<file path="config.mk">
export PLATFORM = sky130hd
export DESIGN_NAME = rotary_dev_flat
export DESIGN_NICKNAME = d
export VERILOG_FILES = /design/src/rtl/rotary_dev_pkg.sv /design/src/rtl/rotary_dev_if.sv /design/src/rtl/rot_debounce.sv /design/src/rtl/rotary_dev.sv /design/src/flat_wrapper.sv
export SDC_FILE = /design/constraint.sdc
export NUM_CORES = 1
export LEC_CHECK = 0
export ABC_AREA = 1
export BUFFER_PORTS_ARGS = -buffer_cell sky130_fd_sc_hd__buf_2
export CAP_MARGIN = 25
export CORE_ASPECT_RATIO = 1.5
export CORE_MARGIN = 2
export CORE_UTILIZATION = 57
export CTS_CLUSTER_SIZE = 8
export DETAILED_ROUTE_END_ITERATION = 6
export GPL_ROUTABILITY_DRIVEN = 0
export PLACE_DENSITY = 0.88
export SYNTH_ARGS = -nofsm -noshare
export SYNTH_HDL_FRONTEND = slang
export SYNTH_SLANG_ARGS = --single-unit
</file>
<file path="constraint.sdc">
create_clock -name clk -period 4.3 [get_ports clk]
set_input_delay 0.43 -clock clk [delete_from_list [all_inputs] [get_ports clk]]
set_output_delay 0.43 -clock clk [all_outputs]
set_load 0.05 [all_outputs]
</file>
<file path="src/rtl/rotary_dev_pkg.sv">
// Shared definitions for the rotary encoder decoder: status bit map,
// write-control bits, Gray-code states and the clockwise successor helper.
package rotary_dev_pkg;

  localparam int CNT_LSB   = 0;
  localparam int CNT_MSB   = 15;
  localparam int DIR_BIT   = 16;
  localparam int STEP_BIT  = 17;
  localparam int ERR_BIT   = 18;
  localparam int BTN_BIT   = 19;
  localparam int PRESS_BIT = 20;

  localparam int WR_LOAD = 31;
  localparam int WR_CLR  = 30;

  typedef enum logic [1:0] {
    GRAY_00 = 2'b00,
    GRAY_01 = 2'b01,
    GRAY_11 = 2'b11,
    GRAY_10 = 2'b10
  } gray_e;

  // Clockwise order is 00 -> 01 -> 11 -> 10 -> 00.
  function automatic gray_e cwNext(gray_e g);
    case (g)
      GRAY_00: return GRAY_01;
      GRAY_01: return GRAY_11;
      GRAY_11: return GRAY_10;
      default: return GRAY_00;
    endcase
  endfunction

endpackage

</file>
<file path="src/rtl/rotary_dev_if.sv">
// CPU-side bus of the rotary decoder: write strobe, write data, status read.
interface rotary_dev_if;
  logic        we8;
  logic [31:0] d;
  logic [31:0] q;

  modport master (output we8, output d, input q);
  modport slave  (input we8, input d, output q);
endinterface

</file>
<file path="src/rtl/rot_debounce.sv">
// One encoder pin: two-flop synchroniser followed by a stability filter.
// The filtered level follows the synced pin only after it has disagreed
// for DEBOUNCE_CYCLES consecutive clocks; any agreeing sample restarts.
module rot_debounce #(
  parameter logic [15:0] DEBOUNCE_CYCLES = 16'd5000
) (
  input  logic clk,
  input  logic reset,
  input  logic pin_i,
  output logic level_o
);

  logic        sync1_q, sync2_q;
  logic        level_q, level_d;
  logic [15:0] cnt_q, cnt_d;

  // Count consecutive disagreeing samples and accept the new level on the last one.
  always_comb begin
    level_d = level_q;
    cnt_d   = cnt_q;
    if (sync2_q == level_q) begin
      cnt_d = '0;
    end else if (cnt_q >= DEBOUNCE_CYCLES - 16'd1) begin
      level_d = sync2_q;
      cnt_d   = '0;
    end else begin
      cnt_d = cnt_q + 16'd1;
    end
  end

  // Synchroniser and filter registers, cleared by the active-low reset.
  always_ff @(posedge clk or negedge reset) begin
    if (!reset) begin
      sync1_q <= 1'b0;
      sync2_q <= 1'b0;
      level_q <= 1'b0;
      cnt_q   <= '0;
    end else begin
      sync1_q <= pin_i;
      sync2_q <= sync1_q;
      level_q <= level_d;
      cnt_q   <= cnt_d;
    end
  end

  assign level_o = level_q;

endmodule

</file>
<file path="src/rtl/rotary_dev.sv">
// Memory-mapped quadrature rotary encoder: debounced A/B/button, Gray decode,
// substep accumulator, wrapping signed count, sticky flags and CPU write port.
module rotary_dev
  import rotary_dev_pkg::*;
#(
  parameter logic [15:0] DEBOUNCE_CYCLES  = 16'd5000,
  parameter int          STEPS_PER_DETENT = 4
) (
  input  logic          clk,
  input  logic          reset,
  rotary_dev_if.slave   bus,
  input  logic          rot_a,
  input  logic          rot_b,
  input  logic          rot_center
);

  localparam logic signed [3:0] ACC_TOP = 4'(STEPS_PER_DETENT);

  logic aFilt, bFilt, btnFilt;

  rot_debounce #(.DEBOUNCE_CYCLES(DEBOUNCE_CYCLES)) uDebA (
    .clk(clk), .reset(reset), .pin_i(rot_a), .level_o(aFilt));
  rot_debounce #(.DEBOUNCE_CYCLES(DEBOUNCE_CYCLES)) uDebB (
    .clk(clk), .reset(reset), .pin_i(rot_b), .level_o(bFilt));
  rot_debounce #(.DEBOUNCE_CYCLES(DEBOUNCE_CYCLES)) uDebC (
    .clk(clk), .reset(reset), .pin_i(rot_center), .level_o(btnFilt));

  gray_e              gray_q, gray_d, curAb;
  logic               primed_q, primed_d;
  logic signed [3:0]  acc_q, acc_d, subStep, accSum;
  logic [15:0]        count_q, count_d;
  logic               dir_q, dir_d;
  logic               stepFlag_q, stepFlag_d;
  logic               errFlag_q, errFlag_d;
  logic               pressFlag_q, pressFlag_d;
  logic               btnLast_q;
  logic               errEvt, wrLoad, wrClr;
  logic               unusedBits;

  assign unusedBits = ^bus.d[29:16];
  assign wrLoad     = bus.we8 & bus.d[WR_LOAD];
  assign wrClr      = bus.we8 & bus.d[WR_CLR];

  // Decode the Gray transition, advance the accumulator and apply CPU writes.
  always_comb begin
    gray_d      = gray_q;
    primed_d    = 1'b1;
    acc_d       = acc_q;
    count_d     = count_q;
    dir_d       = dir_q;
    stepFlag_d  = stepFlag_q;
    errFlag_d   = errFlag_q;
    pressFlag_d = pressFlag_q;
    subStep     = 4'sd0;
    errEvt      = 1'b0;
    curAb       = gray_e'({aFilt, bFilt});

    if (primed_q && (curAb != gray_q)) begin
      if (curAb == cwNext(gray_q)) begin
        subStep = 4'sd1;
      end else if (gray_q == cwNext(curAb)) begin
        subStep = -4'sd1;
      end else begin
        errEvt = 1'b1;
      end
    end
    gray_d = curAb;
    accSum = acc_q + subStep;

    if (wrClr) begin
      stepFlag_d  = 1'b0;
      errFlag_d   = 1'b0;
      pressFlag_d = 1'b0;
    end

    if (wrLoad) begin
      count_d = bus.d[CNT_MSB:CNT_LSB];
      acc_d   = 4'sd0;
    end else if (accSum == ACC_TOP) begin
      count_d    = count_q + 16'd1;
      dir_d      = 1'b1;
      stepFlag_d = 1'b1;
      acc_d      = 4'sd0;
    end else if (accSum == -ACC_TOP) begin
      count_d    = count_q - 16'd1;
      dir_d      = 1'b0;
      stepFlag_d = 1'b1;
      acc_d      = 4'sd0;
    end else begin
      acc_d = accSum;
    end

    if (errEvt) errFlag_d = 1'b1;
    if (btnFilt && !btnLast_q) pressFlag_d = 1'b1;
  end

  // Decoder state; the first clock after reset only adopts the filtered pins.
  always_ff @(posedge clk or negedge reset) begin
    if (!reset) begin
      gray_q      <= GRAY_00;
      primed_q    <= 1'b0;
      acc_q       <= 4'sd0;
      count_q     <= '0;
      dir_q       <= 1'b0;
      stepFlag_q  <= 1'b0;
      errFlag_q   <= 1'b0;
      pressFlag_q <= 1'b0;
      btnLast_q   <= 1'b0;
    end else begin
      gray_q      <= gray_d;
      primed_q    <= primed_d;
      acc_q       <= acc_d;
      count_q     <= count_d;
      dir_q       <= dir_d;
      stepFlag_q  <= stepFlag_d;
      errFlag_q   <= errFlag_d;
      pressFlag_q <= pressFlag_d;
      btnLast_q   <= btnFilt;
    end
  end

  // Status word assembled from the flops.
  always_comb begin
    bus.q                   = '0;
    bus.q[CNT_MSB:CNT_LSB]  = count_q;
    bus.q[DIR_BIT]          = dir_q;
    bus.q[STEP_BIT]         = stepFlag_q;
    bus.q[ERR_BIT]          = errFlag_q;
    bus.q[BTN_BIT]          = btnFilt;
    bus.q[PRESS_BIT]        = pressFlag_q;
  end

endmodule
</file>
<file path="src/flat_wrapper.sv">
// flat-port wrapper written by rule: the top's interface ports become plain ports
module rotary_dev_flat import rotary_dev_pkg::*;
#(
  parameter logic [15:0] DEBOUNCE_CYCLES  = 16'd5000,
  parameter int          STEPS_PER_DETENT = 4
)
  (clk, reset, rot_a, rot_b, rot_center, bus_we8, bus_d, bus_q);
  rotary_dev_if bus_i ();
  input  logic clk;
  input  logic reset;
  input  logic rot_a;
  input  logic rot_b;
  input  logic rot_center;
  input wire logic [$bits(bus_i.we8)-1:0] bus_we8;
  input wire logic [$bits(bus_i.d)-1:0] bus_d;
  output wire logic [$bits(bus_i.q)-1:0] bus_q;
  assign bus_i.we8 = bus_we8;
  assign bus_i.d = bus_d;
  assign bus_q = bus_i.q;
  rotary_dev #(.DEBOUNCE_CYCLES(DEBOUNCE_CYCLES), .STEPS_PER_DETENT(STEPS_PER_DETENT)) u_core (.clk(clk), .reset(reset), .bus(bus_i), .rot_a(rot_a), .rot_b(rot_b), .rot_center(rot_center));
endmodule
</file>
-- Word-level counts from Yosys, hierarchy flattened
Index checks and enable logic that the tools add are counted.
- reduce and logical (&&, ||, !) cells: 13
- add/subtract/negate cells: 6
- equality and inequality tests: 12
- bitwise logic cells: 6
- multiplexer cells: 32
- order comparisons: 3
- operators by type and width (operator ; number):
    16-bit 2-to-1 mux ; 9
    16-bit by 1-bit adder with 16-bit output, second input constant ; 4
    16-bit by 13-bit greater-or-equal comparator with 1-bit output, second input constant ; 3
    4-bit 2-to-1 mux ; 6
    16-bit by 1-bit subtractor with 16-bit output, second input constant ; 1
    1-bit 2-to-1 mux ; 12
    2-bit one-hot mux with 3 select lines ; 2
    2-bit AND reduction ; 4
    2-bit 2-to-1 mux ; 3
    2-bit nonzero test ; 3
    4-bit adder ; 1
    2-bit by 1-bit equality test with 1-bit output, second input constant ; 2
    2-bit equality test ; 2
    2-bit equality test, second input constant ; 2
    4-bit by 3-bit equality test with 1-bit output, second input constant ; 1
    4-bit equality test, second input constant ; 1
    2-bit logical NOT ; 2
    1-bit NOT ; 4
    1-bit equality test ; 3
    3-bit nonzero test ; 1
    1-bit AND ; 2
    1-bit logical AND ; 2
    2-bit inequality test ; 1
    1-bit logical NOT ; 1
- bits in registers: 85
- input bits: 38
- word-level logic and storage cells: 93
- output and inout port bits: 32

-- Longest topological paths before layout
- depth after elaboration: 15
- gate-level depth with buffers: 26

-- Modules after synthesis
Synthesis repeated with hierarchy kept, for this count alone.
- cells, all modules: 621
- area, all modules: 5221.3 µm²
- modules (own cells, without submodules) (module ; times used ; sequential area each (µm²) ; area each (µm²) ; cells an instance):
    rot_debounce ; 3 ; 475.5 ; 996.0 ; 111
    rotary_dev ; 1 ; 700.7 ; 2233.4 ; 288

-- Worst setup path after synthesis
OpenSTA, ideal clock, no wires.
- kind: register to register
- start: reg u_core.uDebB.level_q (netlist: u_core.uDebB.level_o)
- end: reg u_core.count_q[10]
- arrival time: 3169 ps
- setup slack: 1002 ps
- stages on the path, launching flop included: 25
- cell sequence: dfrtp_1 inv_2 nand2_1 nand2_2 nor2_4 nand3_2 inv_1 ha_1 inv_1 nor2_1 nor2_1 nand2_1 nand2_1 nand2_1 nand2_2 inv_1 fa_1 o31ai_1 nand3_1 nand2_1 nand2_1 nand2_1 a21oi_1 o21ai_0 nand3_1
- word-level cells in the longest chain between the ends: 12
- ends and longest elaborated chain (element ; RTL line ; RTL):
    start: declaration ; rot_debounce.sv:14 ; logic level_q, level_d;
    start signal: assignment ; rot_debounce.sv:41 ; level_q <= level_d;
    2-bit equality test (tied with other cells) ; rotary_dev_pkg.sv:25 ; case (g)
    2-bit one-hot mux with 3 select lines ; rotary_dev_pkg.sv:25 ;
    2-bit 2-to-1 mux ; rotary_dev.sv:59 ; if (curAb == cwNext(gray_q)) begin
    2-bit 2-to-1 mux ; rotary_dev.sv:58 ; if (primed_q && (curAb != gray_q)) begin
    2-bit equality test ; rotary_dev.sv:61 ; end else if (gray_q == cwNext(curAb)) begin
    4-bit 2-to-1 mux ; rotary_dev.sv:61 ;
    4-bit 2-to-1 mux ; rotary_dev.sv:59 ;
    4-bit 2-to-1 mux * ; rotary_dev.sv:58 ;
    4-bit adder * ; rotary_dev.sv:68 ; accSum = acc_q + subStep;
    4-bit equality test ; rotary_dev.sv:79 ; end else if (accSum == ACC_TOP) begin
    16-bit 2-to-1 mux ; rotary_dev.sv:79 ;
    16-bit 2-to-1 mux ; rotary_dev.sv:76 ; if (wrLoad) begin
    end signal: assignment ; rotary_dev.sv:113 ; count_q <= count_d;
    end: declaration ; rotary_dev.sv:31 ; logic [15:0] count_q, count_d;
Every way passes the cells marked *; elsewhere a longest branch is shown, timed or not. The select of a mux whose other input is x is not followed.
A chain may end at the register's enable or synchronous reset.

-- Worst setup path in the final report
- start: reg u_core.uDebA.level_q (netlist: u_core.uDebA.level_o)
- end: reg u_core.count_q[10]
- word-level cells in the longest chain between the ends: 12
- ends and longest elaborated chain (element ; RTL line):
    start: declaration ; rot_debounce.sv:14
    start signal: assignment ; rot_debounce.sv:41
    2-bit equality test (tied with other cells) ; rotary_dev_pkg.sv:25
    2-bit one-hot mux with 3 select lines ; rotary_dev_pkg.sv:25
    2-bit 2-to-1 mux ; rotary_dev.sv:59
    2-bit 2-to-1 mux ; rotary_dev.sv:58
    2-bit equality test ; rotary_dev.sv:61
    4-bit 2-to-1 mux ; rotary_dev.sv:61
    4-bit 2-to-1 mux ; rotary_dev.sv:59
    4-bit 2-to-1 mux * ; rotary_dev.sv:58
    4-bit adder * ; rotary_dev.sv:68
    4-bit equality test ; rotary_dev.sv:79
    16-bit 2-to-1 mux ; rotary_dev.sv:79
    16-bit 2-to-1 mux ; rotary_dev.sv:76
Marked as above.

==> impl_results.md <==
- Origin of the critical flop-to-flop path: u_core.uDebA.level_o
- Syn Std Cell Area: 0.00461 sq mm
- Adder-Cell Fraction of Synth Area: 0.0586
- Final hold vios: 0
- Via density per instance: 5.36
- PwrDens: 680 mW/mm^2
- Vias in the first global route: 3,739
- Max-cap violations: 0
- Fin cells: 705
- Die width: 77.4 um
- Largest net degree at the start of global routing: 86
- TritonCTS clock tree: built
- Simple-gate area share of the yosys netlist: 0.249
- HP Class: in -> reg
- Worst hold stages: 1
- Sequential-to-total area share from yosys stat: 0.461
- Clock latency on the worst-skew pair: 0.34 ns
- Mux cell area share after synthesis: 0
- Drt drc: 0
- CP Capture Type: flip-flop
- Final Max Tran Viols: 0
- Hold endpoint: u_core.uDebC.sync1_q
- Worst clock skew: 0.00440 ns
- Fmax: 254 MHz
- Initial Util: 0.583
- Global Route Usage Sum: 0.224
- Setup tns final: 0 ns
- Seq cells post-synth: 85
- DRT antenna net count: 0
- Commonest non-fill, non-tap cell in the layout: nand2_1
- Worst Reg-to-Reg Cells: 24
- Num CTS Buffers: 9
- CTS root buf: clkbuf_16
- Die extent in y: 114 um
- Kind of critical path: reg -> reg
- Starting DRT DRC Count: 201
- Largest family of logic cells by synthesized area: simple AND/OR/NAND/NOR gates
- Initial antenna violation count: 0
- Setup violators final: 0
- CTS H-tree lvls: 3
- CP startpoint kind: flip-flop
- Compound-gate portion of the synthesized area: 0.0942
- Status: complete, no violations
- RSZ-0062 raised after global routing: no
- Die outline area: 0.00884 sq mm
- Detailed Route WL: 9.25 mm
- Total number of vias: 3,779
- Crit-path max FO: 19
- Mapped Cells: 541
- Core Area: 0.00791 sq mm
- Hold Startpoint: rot_center
- XOR/XNOR Fraction of Synth Area: 0.0513
- CTS max path bufs: 2
- Row count: 40
- Hpwl dp: 6.71 mm
- Final core occ: 0.663
- # port buffers: 44
- Reg2reg end: u_core.count_q[10]
- Worst-case vdd ir drop: 0.547 mV
- Ratio of cells with drive above 1 in the final layout: 0.137
- Clock transition at the registers of the reported paths: 0.06 ns
- Worst path arrival time: 4.16 ns
- Worst Tran Pin Value: 0.713 ns
- Synth Warn #: 0
- Syn_area_per_cell: 8.52 sq um
- Ratio of final minimum period to clock period: 0.916
- First-pass GRT wire length: 15.8 mm
- Final layout net count: 654
- Critical path data required time: 4.52 ns
- Register-to-Register Setup Slack: 0.36 ns
- Area grow syn2layout: 13.7%
- Pleak: 2.53 nW
- Global route overflow: 0
- Routed length per instance: 13.1 um
- Num ports: 70
- Clk sink count: 85
- Synth cell types: 43
- Crit path time final: 3.94 ns
- Inst Count DP: 687
- DRT Pass-1 Iters: 5
- Diode count: 0
- Worst slew margin: 0.521
- Most frequent cells in the layout: nand2_1, dfrtp_1, inv_1
## how the worst max path moves through the flow
| stage | startpoint | endpoint | slack (ns) | cells past startpoint |
|---|---|---|---|---|
| floorplan | u_core.uDebB.level_o | u_core.count_q[10] | 1.00 | 24 |
| global placement | u_core.uDebB.level_o | u_core.count_q[10] | 0.54 | 24 |
| detailed placement | u_core.uDebA.level_o | u_core.count_q[10] | 0.37 | 24 |
| CTS | u_core.uDebA.level_o | u_core.count_q[10] | 0.29 | 24 |
| global route | u_core.uDebA.level_o | u_core.count_q[10] | 0.03 | 24 |
| finish | u_core.uDebA.level_o | u_core.count_q[10] | 0.36 | 24 |
## per-layer routing
metal  routed length (um)  track usage  up-vias
met1                 3610        0.241     1799
met3                  364       0.0426       24
li1                     -            -     1853
met5                    0            0        -
met4                  227        0.102        0
met2                 5050        0.419      103
## cell families after synthesis
group                    Yosys count
adder cells (fa/ha/maj)           21
AND/OR/NAND/NOR                  249
AO/OA/AOI/OAI                     73
buffers and inverters             84
other                              2
flip-flops                        85
XOR/XNOR                          27
## registers in the layout, summed over array words and instances (netlist names)
name,count
u_core.btnLast_q,1
u_core.uDebC.level_o,1
u_core.uDebC.sync1_q,1
u_core.uDebB.sync2_q,1
u_core.stepFlag_q,1
u_core.pressFlag_q,1
u_core.errFlag_q,1
u_core.count_q,16
u_core.uDebC.cnt_q,16
u_core.uDebA.level_o,1
u_core.uDebA.sync2_q,1
u_core.uDebB.level_o,1
u_core.dir_q,1
u_core.gray_q,2
u_core.acc_q,4
u_core.uDebC.sync2_q,1
u_core.uDebB.cnt_q,16
u_core.uDebA.sync1_q,1
u_core.primed_q,1
u_core.uDebB.sync1_q,1
u_core.uDebA.cnt_q,16
## stage by stage
stage	setup slack (ns)	total power, mW	instance area [sq um]	hold WS, ns
after floorplan	1.00	2.35	4680	0.134
after global placement	0.540	2.65	4880	0.334
after detailed placement	0.370	2.70	4880	0.336
after CTS	0.292	3.53	5200	0.188
after global routing	0.0329	3.79	5240	0.187
final	0.359	3.56	5240	0.193
## layout make-up
type | count | area [sq um]
repair buffers | 46 | 260
inverters | 62 | 233
fillers | 654 | 2670
clock inverters | 6 | 87.6
multi-input cells | 391 | 2170
well taps | 105 | 131
clock buffers | 10 | 229
flip-flops and latches | 85 | 2130
## cells in the mapped netlist (all sizes together)
cell type,n,area (sq um)
clkbuf,3,11.3
a21boi,1,7.51
inv,61,229
o2111ai,2,17.5
o21a,2,15.0
ha,20,250
a31oi,4,25.0
nand3b,1,7.51
o211ai,7,52.6
xor2,17,149
clkinv,1,3.75
nand2,122,480
a21oi,28,148
nor2,49,215
conb,2,7.51
fa,1,20.0
a221oi,2,17.5
o311ai,1,8.76
nand4,5,37.5
dfrtp,85,2130
nor4,3,18.8
nand3,42,228
o31ai,2,15.0
or2,3,18.8
buf,19,144
a211oi,1,7.51
xnor2,10,87.6
nor3b,8,60.1
a21o,2,15.0
o21ai,21,105
nor3,16,80.1
## timing repair
action | 4_1_cts | 5_1_grt
setup endpoints to repair | 0 | 2
endpoints found under the hold margin | 0 | 8
resized for setup | 0 | 1
buffers inserted | 0 | 0
hold buffers | 0 | 1
## power breakdown
| part | switching (mW) | total [mW] | internal (mW) |
|---|---|---|---|
| logic | 1.21 | 1.75 | 0.541 |
| clock network | 0.308 | 0.816 | 0.507 |
| registers | 0.0890 | 0.999 | 0.910 |
## worst max-delay path, cell delays in order, from the launching register on
cell     delay, ns
dfrtp_1       0.44
inv_2         0.09
nand2_1       0.07
nand2_1       0.07
nand2_1       0.12
nand3_2       0.14
inv_1         0.05
ha_1          0.30
inv_1         0.09
nor2_1        0.05
nor2_1        0.13
nand2_1       0.07
nand2_1       0.05
nand2_1       0.11
nand2_2       0.36
inv_1         0.11
fa_1          0.45
o31ai_2       0.45
nand3_1       0.13
nand2_1       0.14
nand2_1       0.07
nand2_1       0.08
a21oi_1       0.07
o21ai_0       0.07
nand3_1       0.08
Power figures use the tool's default switching activity.
